## src/rtl/xcalc_muldiv_pkg.sv

```systemverilog
// Shared definitions for the xcalc multiply/divide responder: bus window,
// register offsets, op codes, STATUS bit positions and the engine state type.
package xcalc_muldiv_pkg;

    localparam logic [31:0] ALU_BASE   = 32'h0000_4000;
    localparam int          ALU_ADDR_W = 3;

    localparam logic [2:0] MD_OPA    = 3'd0;
    localparam logic [2:0] MD_OPB    = 3'd1;
    localparam logic [2:0] MD_CTRL   = 3'd2;
    localparam logic [2:0] MD_STATUS = 3'd3;
    localparam logic [2:0] MD_RLO    = 3'd4;
    localparam logic [2:0] MD_RHI    = 3'd5;

    localparam logic [1:0] MD_MUL = 2'd0;
    localparam logic [1:0] MD_DIV = 2'd1;
    localparam logic [1:0] MD_MOD = 2'd2;
    localparam logic [1:0] MD_RSV = 2'd3;

    localparam int ST_BUSY = 0;
    localparam int ST_DONE = 1;
    localparam int ST_DZ   = 2;

    typedef enum logic [1:0] {
        IDLE = 2'd0,
        LOAD = 2'd1,
        CALC = 2'd2,
        FIX  = 2'd3
    } md_state_t;

endpackage

```

## src/rtl/xcalc_muldiv_core.sv

```systemverilog
// Iterative multiply/divide engine: shift-add multiply and restoring divide,
// one result bit per clock, with sign handling done around the unsigned core.
module xmuldiv_core
    import xcalc_muldiv_pkg::*;
#(
    parameter int DATA_W = 32,
    parameter int CNT_W  = 6
) (
    input  logic              clk,
    input  logic              rst,
    input  logic              start,
    input  logic [1:0]        op,
    input  logic              is_signed,
    input  logic [DATA_W-1:0] a,
    input  logic [DATA_W-1:0] b,
    output logic              busy,
    output logic              done_pulse,
    output logic              dz,
    output logic [DATA_W-1:0] hi,
    output logic [DATA_W-1:0] lo
);

    md_state_t           state, state_nxt;
    logic [1:0]          op_r;
    logic                sgn_r;
    logic                neg_p, neg_r;
    logic [DATA_W-1:0]   mb;
    logic [DATA_W:0]     r;
    logic [DATA_W-1:0]   q;
    logic [CNT_W-1:0]    cnt;

    logic                a_neg, b_neg;
    logic [DATA_W-1:0]   mag_a, mag_b;
    logic [DATA_W:0]     mul_sum;
    logic [DATA_W:0]     div_rs;
    logic [DATA_W+1:0]   div_diff;
    logic [2*DATA_W-1:0] prod, prod_fix;
    logic [DATA_W-1:0]   quo_fix, rem_fix;
    logic                div_zero;

    // Next-state logic; a zero divisor skips CALC and goes straight to FIX.
    always_comb begin
        state_nxt = state;
        case (state)
            IDLE: if (start) state_nxt = LOAD;
            LOAD: state_nxt = div_zero ? FIX : CALC;
            CALC: if (cnt == CNT_W'(DATA_W - 1)) state_nxt = FIX;
            FIX:  state_nxt = IDLE;
            default: state_nxt = IDLE;
        endcase
    end

    // Operand magnitudes, one iteration step and the sign-corrected results.
    always_comb begin
        div_zero = (op_r != MD_MUL) && (b == '0);
        a_neg    = sgn_r & a[DATA_W-1];
        b_neg    = sgn_r & b[DATA_W-1];
        mag_a    = a_neg ? (~a + 1'b1) : a;
        mag_b    = b_neg ? (~b + 1'b1) : b;
        mul_sum  = r + (q[0] ? {1'b0, mb} : '0);
        div_rs   = {r[DATA_W-1:0], q[DATA_W-1]};
        div_diff = {1'b0, div_rs} - {2'b00, mb};
        prod     = {r[DATA_W-1:0], q};
        prod_fix = neg_p ? (~prod + 1'b1) : prod;
        quo_fix  = neg_p ? (~q + 1'b1) : q;
        rem_fix  = neg_r ? (~r[DATA_W-1:0] + 1'b1) : r[DATA_W-1:0];
    end

    assign busy       = (state != IDLE);
    assign done_pulse = (state == FIX);

    // State register plus datapath registers, all cleared by reset.
    always_ff @(posedge clk or negedge rst) begin
        if (!rst) begin
            state <= IDLE;
            op_r  <= MD_MUL;
            sgn_r <= 1'b0;
            neg_p <= 1'b0;
            neg_r <= 1'b0;
            mb    <= '0;
            r     <= '0;
            q     <= '0;
            cnt   <= '0;
            dz    <= 1'b0;
            hi    <= '0;
            lo    <= '0;
        end else begin
            state <= state_nxt;
            case (state)
                IDLE: begin
                    if (start) begin
                        op_r  <= op;
                        sgn_r <= is_signed;
                        dz    <= 1'b0;
                    end
                end
                LOAD: begin
                    q     <= mag_a;
                    mb    <= mag_b;
                    r     <= '0;
                    cnt   <= '0;
                    neg_p <= a_neg ^ b_neg;
                    neg_r <= a_neg;
                    if (div_zero) dz <= 1'b1;
                end
                CALC: begin
                    cnt <= cnt + 1'b1;
                    if (op_r == MD_MUL) begin
                        r <= {1'b0, mul_sum[DATA_W:1]};
                        q <= {mul_sum[0], q[DATA_W-1:1]};
                    end else if (!div_diff[DATA_W+1]) begin
                        r <= div_diff[DATA_W:0];
                        q <= {q[DATA_W-2:0], 1'b1};
                    end else begin
                        r <= div_rs;
                        q <= {q[DATA_W-2:0], 1'b0};
                    end
                end
                FIX: begin
                    if (dz) begin
                        lo <= '1;
                        hi <= a;
                    end else if (op_r == MD_MUL) begin
                        {hi, lo} <= prod_fix;
                    end else if (op_r == MD_DIV) begin
                        lo <= quo_fix;
                        hi <= rem_fix;
                    end else begin
                        lo <= rem_fix;
                        hi <= quo_fix;
                    end
                end
                default: ;
            endcase
        end
    end

endmodule

```

## src/rtl/xcalc_muldiv.sv

```systemverilog
// Memory-mapped front end for the multiply/divide engine: operand and control
// registers, done flag, read mux and interrupt.
module xcalc_muldiv
    import xcalc_muldiv_pkg::*;
#(
    parameter int DATA_W = 32,
    parameter int CNT_W  = 6
) (
    input  logic              clk,
    input  logic              rst,
    input  logic              sel,
    input  logic              we,
    input  logic [2:0]        addr,
    input  logic [DATA_W-1:0] data_in,
    output logic [DATA_W-1:0] data_to_rd,
    output logic              irq
);

    logic [DATA_W-1:0] opa, opb;
    logic [2:0]        ctrl;
    logic              done;
    logic              core_busy, core_done, core_dz;
    logic [DATA_W-1:0] core_hi, core_lo;
    logic              wr_ok, start;

    assign wr_ok = sel && we && !core_busy;
    assign start = wr_ok && (addr == MD_CTRL) && (data_in[1:0] != MD_RSV);
    assign irq   = done;

    xmuldiv_core #(
        .DATA_W (DATA_W),
        .CNT_W  (CNT_W)
    ) u_core (
        .clk        (clk),
        .rst        (rst),
        .start      (start),
        .op         (data_in[1:0]),
        .is_signed  (data_in[2]),
        .a          (opa),
        .b          (opb),
        .busy       (core_busy),
        .done_pulse (core_done),
        .dz         (core_dz),
        .hi         (core_hi),
        .lo         (core_lo)
    );

    // Host-writable registers and the sticky done flag; writes are dropped while busy.
    always_ff @(posedge clk or negedge rst) begin
        if (!rst) begin
            opa  <= '0;
            opb  <= '0;
            ctrl <= '0;
            done <= 1'b0;
        end else begin
            if (wr_ok) begin
                case (addr)
                    MD_OPA:  opa  <= data_in;
                    MD_OPB:  opb  <= data_in;
                    MD_CTRL: ctrl <= data_in[2:0];
                    default: ;
                endcase
            end
            if (start)          done <= 1'b0;
            else if (core_done) done <= 1'b1;
        end
    end

    // Combinational read mux; returns zero unless this is a selected read.
    always_comb begin
        data_to_rd = '0;
        if (sel && !we) begin
            case (addr)
                MD_OPA:    data_to_rd = opa;
                MD_OPB:    data_to_rd = opb;
                MD_CTRL:   data_to_rd = DATA_W'(ctrl);
                MD_STATUS: data_to_rd = DATA_W'({core_dz, done, core_busy});
                MD_RLO:    data_to_rd = core_lo;
                MD_RHI:    data_to_rd = core_hi;
                default:   data_to_rd = '0;
            endcase
        end
    end

endmodule

```

## config.mk

```make
export PLATFORM = sky130hd
export DESIGN_NAME = xcalc_muldiv
export DESIGN_NICKNAME = d
export VERILOG_FILES = /design/src/rtl/xcalc_muldiv_pkg.sv /design/src/rtl/xcalc_muldiv_core.sv /design/src/rtl/xcalc_muldiv.sv
export SDC_FILE = /design/constraint.sdc
export NUM_CORES = 1
export LEC_CHECK = 0
export BUFFER_PORTS_ARGS = -buffer_cell sky130_fd_sc_hd__buf_2
export CORE_UTILIZATION = 58
export DETAILED_ROUTE_END_ITERATION = 10
export GPL_TIMING_DRIVEN = 0
export PLACE_DENSITY_LB_ADDON = 0.12
export SLEW_MARGIN = 20
export SYNTH_ARGS = -nofsm -noshare
export SYNTH_HDL_FRONTEND = slang
export SYNTH_SLANG_ARGS = --single-unit
```

## constraint.sdc

```tcl
create_clock -name clk -period 3.75 [get_ports clk]
set_clock_uncertainty 0.2 [all_clocks]
set_input_delay 0.75 -clock clk [delete_from_list [all_inputs] [get_ports clk]]
set_output_delay 0.75 -clock clk [all_outputs]
set_load 0.1 [all_outputs]
```

==> impl_metrics.py, run 1 <==
metrics = {
    "status": {
        "status": "finished, violations left",
        "failed_checks": "setup timing",
    },
    "die": {
        "fp.coreArea_um2": 31640,
        "core.rowCount": 65,
        "start_util": 0.5920,
        "dieArea_um2": 33010,
        "die_width_um": 181.7,
        "die_h_um": 181.7,
        "ios": 72,
    },
    "place": {
        "port_buffers": 71,
        "gp_congestion": 1.068,
        "place_ws_ps": -1429,
        "placed_cells": 2787,
        "dp_hpwl_um": 58450,
    },
    "global_route": {
        "grt_pass1_vias": 18560,
        "antenna_found_initial": 3,
        "grt_usage": 0.4587,
        "grt_max_degree": 99,
        "grt_overflow": 0,
        "grt_pass1_wl_um": 113800,
    },
    "layout": {
        "layout.cells.non_filler": 2891,
        "drive_gt1_frac": 0.1734,
        "multi_input_area_um2": 12250,
        "syn_to_final_growth_pct": 16.73,
        "nets": 2578,
        "seq_area_um2": 6091,
        "final.fill_count": 2581,
    },
    "cts": {
        "clock_latency_ps": 570,
        "tritoncts": "yes",
        "cts_buffers": 28,
        "htree_levels": 1,
        "root_buffer": "clkbuf_16",
        "cts_sinks": 243,
        "cts_buffer_depth": 3,
        "path_clk_slew_ps": 60,
    },
    "timing": {
        "worst_pin_slew_ps": 1024,
        "rsz0062_at_grt": "yes",
        "timing.final.crit_period_ps": 3867,
        "slew_violations": 0,
        "fmax_ghz": 0.2586,
        "setup_viol": 5,
        "fin_crit_sh": 1.031,
        "hold_ws_ps": 223.5,
        "final_hold_viol_count": 0,
        "setup_ws_ps": -116.8,
        "maxSlewHeadroom": 0.3171,
    },
    "detailed_routing": {
        "drt_iter0_drc": 2752,
        "drc_errors": 0,
        "vias": 19810,
        "first_pass_iters": 6,
        "wl_per_cell_um": 26.74,
        "drtAntennaViolNets": 0,
        "wirelength_um": 77310,
        "avgViaCountPerCell": 6.852,
    },
    "synthesis": {
        "syn-num-nets": 2424,
        "synth_area_leaders": "dfrtp_1 (32%), a21oi_1 (6.3%), o21ai_0 (5.4%)",
        "synth_mux_area_frac": 0.05318,
        "synth_top_area_cell": "dfrtp_1",
        "synth_compound_area_frac": 0.2581,
        "synth_cell_type_count": 81,
        "synth-edff-count": 0,
        "synth_cells": 2310,
        "synth_top_area_frac": 0.3247,
        "synthXorXnorAreaFrac": 0.09119,
        "synth_flop_cell": "dfrtp_1",
        "synth_adder_area_share": 0.05091,
        "syn_area_per_cell_um2": 8.108,
        "async_reset_ff_frac": 1.000,
        "yosysSeqAreaShare": 0.3247,
        "yosysWarnings": 0,
        "synth_top_family_by_area": "compound AO/OA/AOI/OAI gates",
        "synthSimpleGateAreaFrac": 0.1650,
        "syn_area_um2": 18730,
        "synth_seq_cells": 243,
    },
    "setup_path": {
        "reg2reg_from": "u_core.r[9]",
        "crit_fanout": 8,
        "crit_type": "reg -> reg",
        "critPathRequiredTime_ps": 4010,
        "reg2regPathDepth": 11,
        "start_kind": "flip-flop",
        "rrSetupSlack_ps": -120,
        "timing.rr.end": "u_core.hi[31]",
        "end_kind": "flip-flop",
        "cp.arrival_ps": 4130,
    },
    "hold_path": {
        "hold_path.class": "in -> reg",
        "holdPathEnd": "opa[21]",
        "hold_start": "data_in[21]",
        "whs_path_depth": 3,
    },
    "pwr": {
        "peakVddDrop_v": 0.0005844,
        "p_leak_nw": 9.140,
        "p_per_area_nw_per_um2": 1023,
        "power.total_w": 0.02237,
    },
    "job": {
        "drv_cap": 0,
    },
}
==> cell families after synthesis <==
family	after synthesis
AO/OA/AOI/OAI	775
XOR/XNOR	195
adder cells (fa/ha/maj)	75
multiplexers	91
AND/OR/NAND/NOR	659
buffers and inverters	272
flip-flops	243
==> worst max path at each step <==
stage | slack (ps) | startpoint | cells past startpoint | end
after CTS | -30 | u_core.q[0] | 14 | u_core.r[30]
after detailed placement | -1430 | u_core.q[0] | 14 | u_core.hi[26]
after global routing | -90 | u_core.q[0] | 17 | u_core.r[30]
after floorplan | 20 | addr[2] | 6 | data_to_rd[21]
after global placement | -2700 | rst | 1 | opb[20]
final | -120 | u_core.r[9] | 11 | u_core.hi[31]
==> cell type report <==
type	instances	share of cell area
multi-input combinational	1795	0.5601
sequential	243	0.2786
timing repair buffer	130	0.04241
clock buffer	38	0.03748
buffer	164	0.03365
tap	402	0.02301
inverter	102	0.01826
clock inverter	14	0.006123
antenna	3	0.0003434
==> per-layer routing <==
layer  routed length (um)  GRT usage
met1                29210     0.5875
met2                32720     0.6902
met3                 8596    0.09888
met4                 6782     0.3258
met5                    0          0
==> repair_timing <==
item                       CTS  global route
buffers inserted            15            38
pin swaps                   12            43
hold buffers                 1             0
gates cloned                 0             1
hold endpoints to repair     8             0
setup endpoints to repair   78            69
resized for setup           90           103
==> where the power goes <==
part | total (W) | leakage, nW | switching, W | internal, W
Combinational | 0.0141 | 5.64 | 0.00915 | 0.00499
Clock | 0.00286 | 0.464 | 0.00119 | 0.00166
Sequential | 0.00537 | 3.04 | 0.00160 | 0.00377
Total | 0.0224 | 9.14 | 0.0119 | 0.0104
==> state kept, by name (all words and copies together) (netlist names) <==
signal,cells
u_core.dz,1
u_core.cnt,6
opa,32
u_core.hi,32
u_core.mb,32
opb,32
u_core.q,32
u_core.neg_p,1
irq,1
u_core.op_r,2
u_core.lo,32
u_core.sgn_r,1
u_core.state,2
ctrl,3
u_core.neg_r,1
u_core.r,33
==> worst max-delay path: stages, from the launching register on <==
cell	delay, ps
dfrtp_1	420
buf_4	200
or4_4	530
nor4b_4	340
nand4b_1	230
or3b_4	440
or4b_4	550
o21ai_2	160
o21ai_2	80
xnor2_2	210
o211ai_1	150
a31o_1	240
==> cell usage after synthesis, types with 68 or more instances <==
master and count:
o21ai_0 203, xnor2_1 114, mux2_2 68, o211ai_1 69
dfrtp_1 243, nor2_1 230, a21oi_1 237, clkbuf_1 145
ha_1 73, inv_1 101, xor2_1 81, nand2_1 193
==> per-stage QoR <==
stage                     setup TNS [ps]  utilization  cell area [um^2]
after floorplan                        0            -             18840
final                             -146.3       0.6911             21860
after detailed placement          -44430       0.6264             19820
after CTS                         -47.02       0.6691             21170
after global placement           -711280       0.6227             19700
after global routing              -223.0       0.6910             21860
==> placed cells by master (no fill, tap or decap), types with 8 or more instances in the layout <==
cell       netlist  routed
dfrtp_1        243     235
nor2_1         230     222
a21oi_1        237     194
nand2_1        193     193
o21ai_0        203     183
clkbuf_1       145     121
xnor2_1        114     112
inv_1          101      97
xor2_1          81      80
o211ai_1        69      69
mux2_2          68      68
buf_2            9      67
ha_1            73      67
a22oi_1         65      65
buf_4            1      63
nand3_1         46      45
a21oi_2          1      44
clkbuf_16        0      30
nor3_1          30      27
a21o_1          26      26
mux2i_1         23      23
o31ai_1         23      21
o221ai_1        22      21
nand2b_1        20      19
clkbuf_2         1      17
o21a_1          16      16
nor2b_1         15      15
and3_1          15      15
nand3b_1        15      15
o21ai_1          2      14
or3_1           17      14
nand4_1         13      13
o41ai_1         16      11
nor4_1          15      11
and2_1          10      10
buf_1            9       9
o21bai_1         9       9
o21ai_2          2       9
dfrtp_2          0       8
No activity file was read; power rests on OpenSTA's default activity.
==> inputs of run 2 (changes only) <==
--- a/config.mk
+++ b/config.mk
@@ -13,4 +13,5 @@
 export SLEW_MARGIN = 20
 export SYNTH_ARGS = -nofsm -noshare
 export SYNTH_HDL_FRONTEND = slang
+export SYNTH_HIERARCHICAL = 1
 export SYNTH_SLANG_ARGS = --single-unit
==> impl_metrics.py, run 2 <==
metrics = {
    "synthesis": {
        "async_reset_ff_frac": 1.000,
        "yosysWarnings": 6,
        "synth-edff-count": 0,
        "syn_area_um2": 19720,
        "synth_seq_cells": 243,
        "syn_area_per_cell_um2": 8.384,
        "synthMostInstantiatedCell": "dfrtp_1",
        "synth_cells": 2352,
        "synth_area_leaders": "dfrtp_1 (31%), xnor2_1 (5.7%), mux2i_1 (4.8%)",
        "synth_top_area_cell": "dfrtp_1",
        "syn-num-nets": 2466,
        "synth_flop_cell": "dfrtp_1",
        "synth_top_area_frac": 0.3084,
        "yosysSeqAreaShare": 0.3084,
        "synth_cell_type_count": 87,
        "synth_commonest_cells": "dfrtp_1 (243), nor2_1 (231), a21oi_1 (179)",
    },
    "global_route": {
        "grt_overflow": 0,
        "grt_usage": 0.4504,
        "antenna_found_initial": 0,
        "grt_max_degree": 96,
        "grt_pass1_vias": 19210,
        "grt_pass1_wl_um": 119300,
    },
    "setup_path": {
        "crit_start": "u_core/q[0]",
        "cpPeakStageDelay_ps": 510,
        "cp.arrival_ps": 3990,
        "crit_fanout": 10,
        "path_cells": "inv_2, buf_2, ha_1, and4_1, nand4_1, o41ai_1, xnor2_1, nor2_1, a211oi_1, a21oi_1, o221ai_1",
        "rrSetupSlack_ps": 30,
        "crit_type": "reg -> reg",
        "reg2reg_from": "u_core/q[0]",
        "critPathRequiredTime_ps": 4030,
        "timing.rr.end": "u_core/hi[18]",
        "reg2regPathDepth": 11,
        "start_kind": "flip-flop",
        "endpoint": "u_core/hi[18]",
        "slowest_stage": "o41ai_1",
        "end_kind": "flip-flop",
    },
    "detailed_routing": {
        "vias": 20090,
        "drt_iter0_drc": 2343,
        "first_pass_iters": 8,
        "avgViaCountPerCell": 6.854,
        "wl_per_cell_um": 27.09,
        "drtAntennaViolNets": 0,
        "wirelength_um": 79390,
        "drc_errors": 0,
    },
    "timing": {
        "slew_violations": 0,
        "fmax_ghz": 0.2689,
        "maxSlewHeadroom": 0.3190,
        "final_hold_viol_count": 7,
        "fin_crit_sh": 0.9917,
        "worst_pin_slew_ps": 1018,
        "hold_ws_ps": -37.50,
        "rsz0062_at_grt": "yes",
        "setup_viol": 0,
        "timing.final.crit_period_ps": 3719,
    },
    "cts": {
        "path_clk_slew_ps": 70,
        "clock_latency_ps": 570,
        "cts_sinks": 243,
        "cts_buffers": 28,
        "root_buffer": "clkbuf_16",
        "tritoncts": "yes",
        "cts_buffer_depth": 3,
        "htree_levels": 1,
        "holdBufCountCts": 0,
    },
    "hold_path": {
        "hold_path.class": "in -> async",
    },
    "place": {
        "port_buffers": 68,
        "dp_hpwl_um": 61160,
        "gp_congestion": 1.027,
        "dpl_cell_area_um2": 20720,
    },
    "pwr": {
        "seqPwrFrac": 0.228,
        "p_int_w": 0.01108,
        "peakVddDrop_v": 0.0005823,
        "p_sw_w": 0.01315,
        "p_leak_nw": 9.617,
        "p_per_area_nw_per_um2": 1097,
        "power_frac_clock": 0.123,
        "p_sw_frac": 0.5427,
        "combPwrFrac": 0.649,
    },
    "die": {
        "dieArea_um2": 34740,
        "die_h_um": 186.4,
        "start_util": 0.5881,
        "die_width_um": 186.4,
        "fp.coreArea_um2": 33530,
        "core.rowCount": 67,
        "ios": 72,
    },
    "layout": {
        "largest_register_ffs": 33,
        "final.fill_count": 2851,
        "top_register": "u_core/r",
        "fin_area_um2": 22100,
        "diodes": 0,
        "layout_common_cells": "dfrtp_1 (240), nor2_1 (223), a21oi_1 (174), nand2_1 (173), o21ai_0 (165)",
        "drive_gt1_frac": 0.1361,
        "syn_to_final_growth_pct": 12.05,
        "nets": 2577,
        "layout_commonest_cell": "dfrtp_1",
    },
    "status": {
        "failed_checks": "hold timing",
        "status": "finished, violations left",
    },
    "job": {
        "drv_cap": 0,
    },
}
run 2: repair_timing:
action | in CTS | in global routing
endpoints found under the setup margin | 60 | 51
buffers inserted | 6 | 12
gates cloned | 0 | 0
pin swaps | 5 | 12
gates resized for setup | 32 | 43
run 2: area by class of cell:
class	instances	area [um^2]	share of cell area
multi-input combinational	1826	12760	0.5773
clock inverter	13	178.9	0.008097
inverter	118	442.9	0.02004
sequential	243	6085	0.2754
timing repair buffer	88	544.3	0.02463
tap	448	560.5	0.02537
clock buffer	37	805.8	0.03646
buffer	158	724.4	0.03278
run 2: worst max-delay path: cells and delay by family, from the launching register on:
kind                       cells  cell delay [ps]
buffers and inverters          2              530
adders and majority gates      1              310
xor gates and xnor gates       1              170
AOI/OAI and AO/OA              4             1130
and+or+nand+nor                3              800
DFF                            1              480
run 2: through the flow:
stage / util / cells / setup TNS, ps / setup WS [ps] / total power [W]
after detailed placement: 0.6180 / 2870 / -24070 / -824.3 / 0.01991
after floorplan: - / 2352 / -254.3 / -18.16 / 0.01496
after global routing: 0.6590 / 2931 / -154.2 / -98.96 / 0.02539
final: 0.6590 / 2931 / 0 / 31.19 / 0.02423
after CTS: 0.6524 / 2924 / 0 / 9.630 / 0.02320
after global placement: 0.6160 / 2868 / -683670 / -2706 / 0.01966
run 2: worst min-delay path by stage:
stage,startpoint,to,slack (ps),depth (start not counted)
2_1_floorplan,rst,ctrl[0],250,0
3_3_place_gp,u_core/hi[31],u_core/hi[31],260,1
3_5_place_dp,u_core/hi[31],u_core/hi[31],270,1
4_1_cts,rst,u_core/r[26],30,1
5_1_grt,rst,u_core/r[26],10,1
6_report,rst,u_core/r[26],-40,1
run 2: logic make-up (layout without fill, tap and decap cells):
kind of cell,count (synthesis),count (layout),share of synthesized area
and+or+nand+nor,657,657,0.1591
muxes,168,168,0.09625
buffers and inverters,283,414,0.05958
adders and majority gates,75,75,0.04835
DFF,243,243,0.3084
AOI/OAI and AO/OA,732,732,0.2422
xor gates and xnor gates,194,194,0.08616
run 2: power by group through the flow:
stage	logic, W	clock network [W]	registers [W]
final	0.0157	0.00298	0.00552
after global routing	0.0167	0.00309	0.00563
after CTS	0.0148	0.00298	0.00542
after detailed placement	0.0145	0	0.00545
after global placement	0.0143	0	0.00539
after floorplan	0.0102	0	0.00480
run 2: routing by layer:
layer	wire length, um	GRT usage
met4	5528	0.2578
met5	0	0
met2	34880	0.7084
met1	30050	0.5797
met3	8931	0.08802
